===== config.mk =====
export PLATFORM = sky130hd
export DESIGN_NAME = cntlr_tx
export DESIGN_NICKNAME = d
export VERILOG_FILES = /design/src/rtl/cntlr_tx.sv
export SDC_FILE = /design/constraint.sdc
export NUM_CORES = 1
export LEC_CHECK = 0
export CORE_MARGIN = 1.5
export CORE_UTILIZATION = 40
export DETAILED_ROUTE_END_ITERATION = 8
export GPL_TIMING_DRIVEN = 0
export PLACE_DENSITY = 0.61
export RECOVER_POWER = 100
export SETUP_SLACK_MARGIN = 0.15
export SLEW_MARGIN = 20
export SYNTH_ARGS = -nofsm -noshare
export SYNTH_HDL_FRONTEND = slang
export SYNTH_SLANG_ARGS = --single-unit

===== constraint.sdc =====
create_clock -name clk -period 5.1 [get_ports clk]
set_input_delay 1.02 -clock clk [delete_from_list [all_inputs] [get_ports clk]]
set_output_delay 1.02 -clock clk [all_outputs]
set_load 0.01 [all_outputs]

===== src/rtl/cntlr_tx.sv =====
// Joybus command transmitter: serialises a command onto the open-drain
// line, appends the console stop bit and hands the line to the receiver.
module cntlr_tx #(
  parameter int CYC_PER_US = 25,
  parameter int MAX_BITS   = 24
) (
  input  logic                clk,
  input  logic                rst,
  input  logic                tx_start,
  input  logic [MAX_BITS-1:0] tx_data,
  input  logic [4:0]          tx_nbits,
  output logic                tx_busy,
  output logic                tx_done,
  output logic                rx_start,
  output logic                JB_TX_OE
);

  localparam int CW = $clog2(4*CYC_PER_US+1);
  localparam logic [CW-1:0] SHORT = CW'(CYC_PER_US-1);
  localparam logic [CW-1:0] LONG  = CW'(3*CYC_PER_US-1);
  localparam logic [4:0]    NMAX  = 5'(MAX_BITS);

  typedef enum logic [2:0] {
    IDLE,
    BIT_LOW,
    BIT_HIGH,
    STOP_LOW,
    DONE
  } state_t;

  state_t              state;
  logic [MAX_BITS-1:0] shreg;
  logic [4:0]          nleft;
  logic [CW-1:0]       cnt;
  logic                bit_now;
  logic [4:0]          nclamp;

  assign bit_now = shreg[MAX_BITS-1];
  assign nclamp  = (tx_nbits > NMAX) ? NMAX : tx_nbits;

  always_ff @(posedge clk) begin
    if (rst) begin
      state    <= IDLE;
      JB_TX_OE <= 1'b0;
      tx_busy  <= 1'b0;
      tx_done  <= 1'b0;
      rx_start <= 1'b0;
      shreg    <= '0;
      nleft    <= '0;
      cnt      <= '0;
    end else begin
      tx_done  <= 1'b0;
      rx_start <= 1'b0;
      unique case (state)
        IDLE: begin
          if (tx_start) begin
            shreg    <= tx_data;
            nleft    <= nclamp;
            cnt      <= '0;
            JB_TX_OE <= 1'b1;
            tx_busy  <= 1'b1;
            state    <= (nclamp == 5'd0) ? STOP_LOW : BIT_LOW;
          end
        end
        BIT_LOW: begin
          // a '1' is a short low pulse, a '0' a long one
          if (cnt == (bit_now ? SHORT : LONG)) begin
            cnt      <= '0;
            JB_TX_OE <= 1'b0;
            state    <= BIT_HIGH;
          end else begin
            cnt <= cnt + 1'b1;
          end
        end
        BIT_HIGH: begin
          if (cnt == (bit_now ? LONG : SHORT)) begin
            cnt      <= '0;
            JB_TX_OE <= 1'b1;
            shreg    <= {shreg[MAX_BITS-2:0], 1'b0};
            nleft    <= nleft - 5'd1;
            state    <= (nleft == 5'd1) ? STOP_LOW : BIT_LOW;
          end else begin
            cnt <= cnt + 1'b1;
          end
        end
        STOP_LOW: begin
          if (cnt == SHORT) begin
            cnt      <= '0;
            JB_TX_OE <= 1'b0;
            tx_done  <= 1'b1;
            rx_start <= 1'b1;
            state    <= DONE;
          end else begin
            cnt <= cnt + 1'b1;
          end
        end
        DONE: begin
          tx_busy <= 1'b0;
          state   <= IDLE;
        end
        default: state <= IDLE;
      endcase
    end
  end

endmodule

======== Word-level counts from Yosys, hierarchy flattened ========
Cells that the tools add are included.
word-level totals
  bits in registers ....................... 42
  latch bits .............................. 0
  memory bits (writable) .................. 0
  memory bits (read-only) ................. 0
  input bits .............................. 32
  output and inout bits ................... 4
  word-level logic and storage cells ...... 62
  memories ................................ 0
cells by class
  add/sub/neg operators ................... 2
  multiply operators ...................... 0
  divide/modulo/power cells ............... 0
  magnitude comparators ................... 1
  equal/unequal tests ..................... 12
  shift-type cells ........................ 0
  mux-type cells .......................... 28
  bitwise gates (word level) .............. 1
  reduce and logical (&&, ||, !) cells .... 11
operator list
  operator                                                                number
  24-bit 2-to-1 mux                                                       2
  24-bit one-hot mux with 2 select lines                                  1
  7-bit 2-to-1 mux                                                        6
  7-bit one-hot mux with 4 select lines                                   1
  5-bit 2-to-1 mux                                                        3
  7-bit equality test                                                     2
  3-bit 2-to-1 mux                                                        4
  3-bit one-hot mux with 4 select lines                                   1
  5-bit one-hot mux with 2 select lines                                   1
  2-bit inequality test (second input constant)                           4
  7-bit by 1-bit adder with 7-bit output (second input constant)          1
  7-bit by 5-bit equality test with 1-bit output (second input constant)  1
  3-bit by 2-bit equality test with 1-bit output (second input constant)  2
  5-bit by 1-bit equality test with 1-bit output (second input constant)  1
  5-bit greater-than comparator (second input constant)                   1
  5-bit zero test                                                         1
  1-bit 2-to-1 mux                                                        5
  5-bit AND reduction                                                     1
  5-bit by 1-bit subtractor with 5-bit output (second input constant)     1
  2-bit 2-to-1 mux                                                        2
  1-bit one-hot mux with 4 select lines                                   1
  2-bit AND reduction                                                     2
  4-bit AND reduction                                                     1
  2-bit nonzero test                                                      2
  8 further kinds                                                         8

======== Depth between registers and ports, before layout ========
  depth after elaboration ................. 6
  depth in mapped cells ................... 8

======== Worst setup path before layout ========
No wires, ideal clock.
  path kind ............................... input-to-reg
  from .................................... input port tx_start
  to ...................................... register shreg[10]
  library setup time ...................... 0.091 ns
  arrival time ............................ 2.134 ns
  slack ................................... 2.875 ns
  cell stages on the path ................. 5
  path buffers ............................ 1
  cells stage by stage .................... nor4b_1 -> a21o_1 -> buf_2 -> nor2_1 -> a311oi_1
on the way
  longest elaborated chain between the ends .. 2
RTL lines
  item                                    line  RTL
  start, declared                         9     input logic tx_start,
  2-bit inequality test (no source line)  -
  3-bit AND reduction (no source line)    -
  end signal, assigned                    57    shreg <= tx_data;
  end signal, assigned                    79    shreg <= {shreg[MAX_BITS-2:0], 1'b0};
  end, declared                           32    logic [MAX_BITS-1:0] shreg;
No other way between the ends.
A chain may end at the register's enable or synchronous reset.

======== Worst setup path in the final report ========
  from .................................... input port tx_start
  to ...................................... register shreg[17]
The elaborated chain is that of the path after synthesis.

==> impl_metrics.json <==
{
  "status": "completed",
  "synth_cells": 268,
  "yosys-top-cells-area": "dfxtp_1 41%, nand2_1 11%, a311oi_1 10%, nor2_1 6.7%, a21oi_1 2.7%",
  "std_cell_rows": 26,
  "timing.final.crit_share": 0.616,
  "slew_violations": 0,
  "relSlewSlack": 0.400,
  "critPathMaxFanout": 10,
  "pin_count": 36,
  "p_sw_uw": 239,
  "ys_seq_area_frac": 0.406,
  "ys.flop_type": "dfxtp_1",
  "p_comb_frac": 0.218,
  "vias_per_cell": 5.27,
  "grt_pass1_wl_um": 8410,
  "n_fill_cell": 526,
  "cts_setup_buffers": 0,
  "final_area_um2": 2610,
  "die_y_um": 75.0,
  "wirelength_um": 4990,
  "p_sw_frac": 0.286,
  "hold_buffers": 0,
  "dieWidth_um": 75.0,
  "critPathArrivalTime_ns": 3.34,
  "core_area_um2": 5040,
  "place.gp.congestion": 0.793,
  "synthArstFlopShare": 0,
  "fmax_ghz": 0.318,
  "cts_tree": "done",
  "layout-drive-gt1-share": 0.0419,
  "hold_class": "register to register",
  "multiInputGateArea_um2": 1100,
  "synth.avg_cell_area_um2": 7.73,
  "synth_top_area_cell": "dfxtp_1",
  "cp-end-kind": "register",
  "synth_edf_count": 0,
  "dpl_cell_area_um2": 2510,
  "synth_top_area_frac": 0.406,
  "grt_pass1_vias": 1881,
  "crit_buf_inv": 2,
  "setup_violations": 0,
  "drcViolationCount": 0,
  "startpoint_type": "input pin",
  "rsz0062_at_grt": "false",
  "cts_made_buffers": 5,
  "drt_pass1_iterations": 4,
  "p_per_area_nw_per_um2": 321,
  "drt.antenna.violating_nets": 0,
  "overflow": 0,
  "antenna_found_initial": 0,
  "syn_nets": 304,
  "nets": 346,
  "insertion_delay_ns": 0.30,
  "first_iter_violations": 173,
  "crit_type": "input pin to register",
  "grt_max_degree": 13,
  "numClockSinks": 42,
  "p_total_uw": 837,
  "pwr-share-seq": 0.461,
  "cpPeakStageDelay_ns": 0.74,
  "cp_top_family": "buffers and inverters",
  "ir_drop_v": 0.000148,
  "routedWlPerCell_um": 13.1,
  "synth_area_um2": 2070,
  "synth_cell_types": 36,
  "setup_tns_ns": 0,
  "path_clk_slew_ns": 0.08,
  "p_leak_uw": 0.000952,
  "critical_path.cell_chain": "dlygate4sd3_1 > nor4b_1 > a21o_1 > clkbuf_1 > nor2_1 > a311oi_1",
  "track_usage": 0.195,
  "cp.required_ns": 5.30,
  "via_count": 2003,
  "internal-power_uw": 597,
  "cts_resized": 0,
  "antenna_cells": 0,
  "layout_common_cells": "63 x nand2_1, 42 x dfxtp_1, 37 x nor2_1",
  "drv_cap": 0,
  "h-tree-depth": 2,
  "ys.warnings.count": 0,
  "start_util": 0.411,
  "area_delta_synth_final_pct": 25.9,
  "port_buffers": 35,
  "clockPowerShare": 0.322,
  "clock_skew_ns": 0.00759,
  "dieArea_um2": 5620,
  "place_hpwl_um": 3570,
  "synth_seq_cells": 42,
  "worstMarginPinSlew_ns": 0.887,
  "layout_commonest_cell": "nand2_1",
  "period_needed_ns": 3.14,
  "critPathSlowestCell": "nor4b_1",
  "cts-root-buf": "clkbuf_8",
  "cts_buffer_depth": 2,
  "timing_hold_violations_final": 0,
  "ff_latch_area_um2": 841
}
[per-stage QoR]
step / utilization / std cells / hold WS [ns] / setup WS [ns]
after floorplan: - / 268 / 0.454 / 2.88
after global placement: 0.498 / 373 / 0.462 / 1.95
after detailed placement: 0.498 / 373 / 0.471 / 1.96
after CTS: 0.520 / 380 / 0.481 / 2.26
after global routing: 0.517 / 380 / 0.499 / 1.72
final: 0.517 / 380 / 0.476 / 1.96
[cells in the mapped netlist (all sizes together) (3+ instances only)]
library cell   n
nand3          5
o21ai          9
clkbuf        12
ha             4
nand2         63
a31oi          5
inv            5
a311oi        24
a211oi         3
nor3b          3
a21oi         11
dfxtp         42
nor2          37
buf           10
nand4b         3
nor3           6
[metal layers]
layer,global-route usage,share of wire,up-vias
met5,0,0,-
met4,0.0707,0.017,0
met3,0.0402,0.036,9
met2,0.314,0.45,43
met1,0.261,0.50,914
li1,-,-,1037
[power by group through the flow]
stage,Sequential (µW),Clock [µW],Combinational [µW]
after global placement,392,0,187
after detailed placement,393,0,188
final,385,269,182
after global routing,390,287,211
after floorplan,388,0,125
after CTS,385,275,189
[worst min-delay path: stages, from the launching register on]
cell	delay, ns
dfxtp_1	0.31
nand2_1	0.05
a311oi_1	0.08
[state kept, by name (all words and copies together), names as in the netlist]
signal	flops
JB_TX_OE	1
tx_busy	1
rx_start	1
cnt	7
shreg	24
nleft	5
state	3
[worst paths after layout]
check | start | endpoint | slack (ns) | depth (start not counted)
setup reg to reg | state[0]$_SDFFE_PP0P_ | shreg[17]$_SDFFE_PP0P_ | 2.67 | 6
hold / removal | shreg[1]$_SDFFE_PP0P_ | shreg[2]$_SDFFE_PP0P_ | 0.48 | 2
setup / recovery | tx_start | shreg[17]$_SDFFE_PP0P_ | 1.96 | 6
hold reg to reg | shreg[1]$_SDFFE_PP0P_ | shreg[2]$_SDFFE_PP0P_ | 0.48 | 2
[cells by family after synthesis]
logic type               Yosys count  share of synthesized area
AO/OA/AOI/OAI                     62                      0.214
adder cells (fa/ha/maj)            4                     0.0242
AND/OR/NAND/NOR                  133                      0.293
buffers and inverters             27                     0.0622
flip-flops                        42                      0.406
[layout make-up]
class                      instances  share of cell area
timing repair buffer              35               0.134
clock inverter                     1              0.0115
inverter                           5             0.00719
buffer                            22              0.0369
tap                               70              0.0336
multi-input combinational        199               0.423
clock buffer                       6              0.0317
sequential                        42               0.322
(Power assumes the default switching activity.)
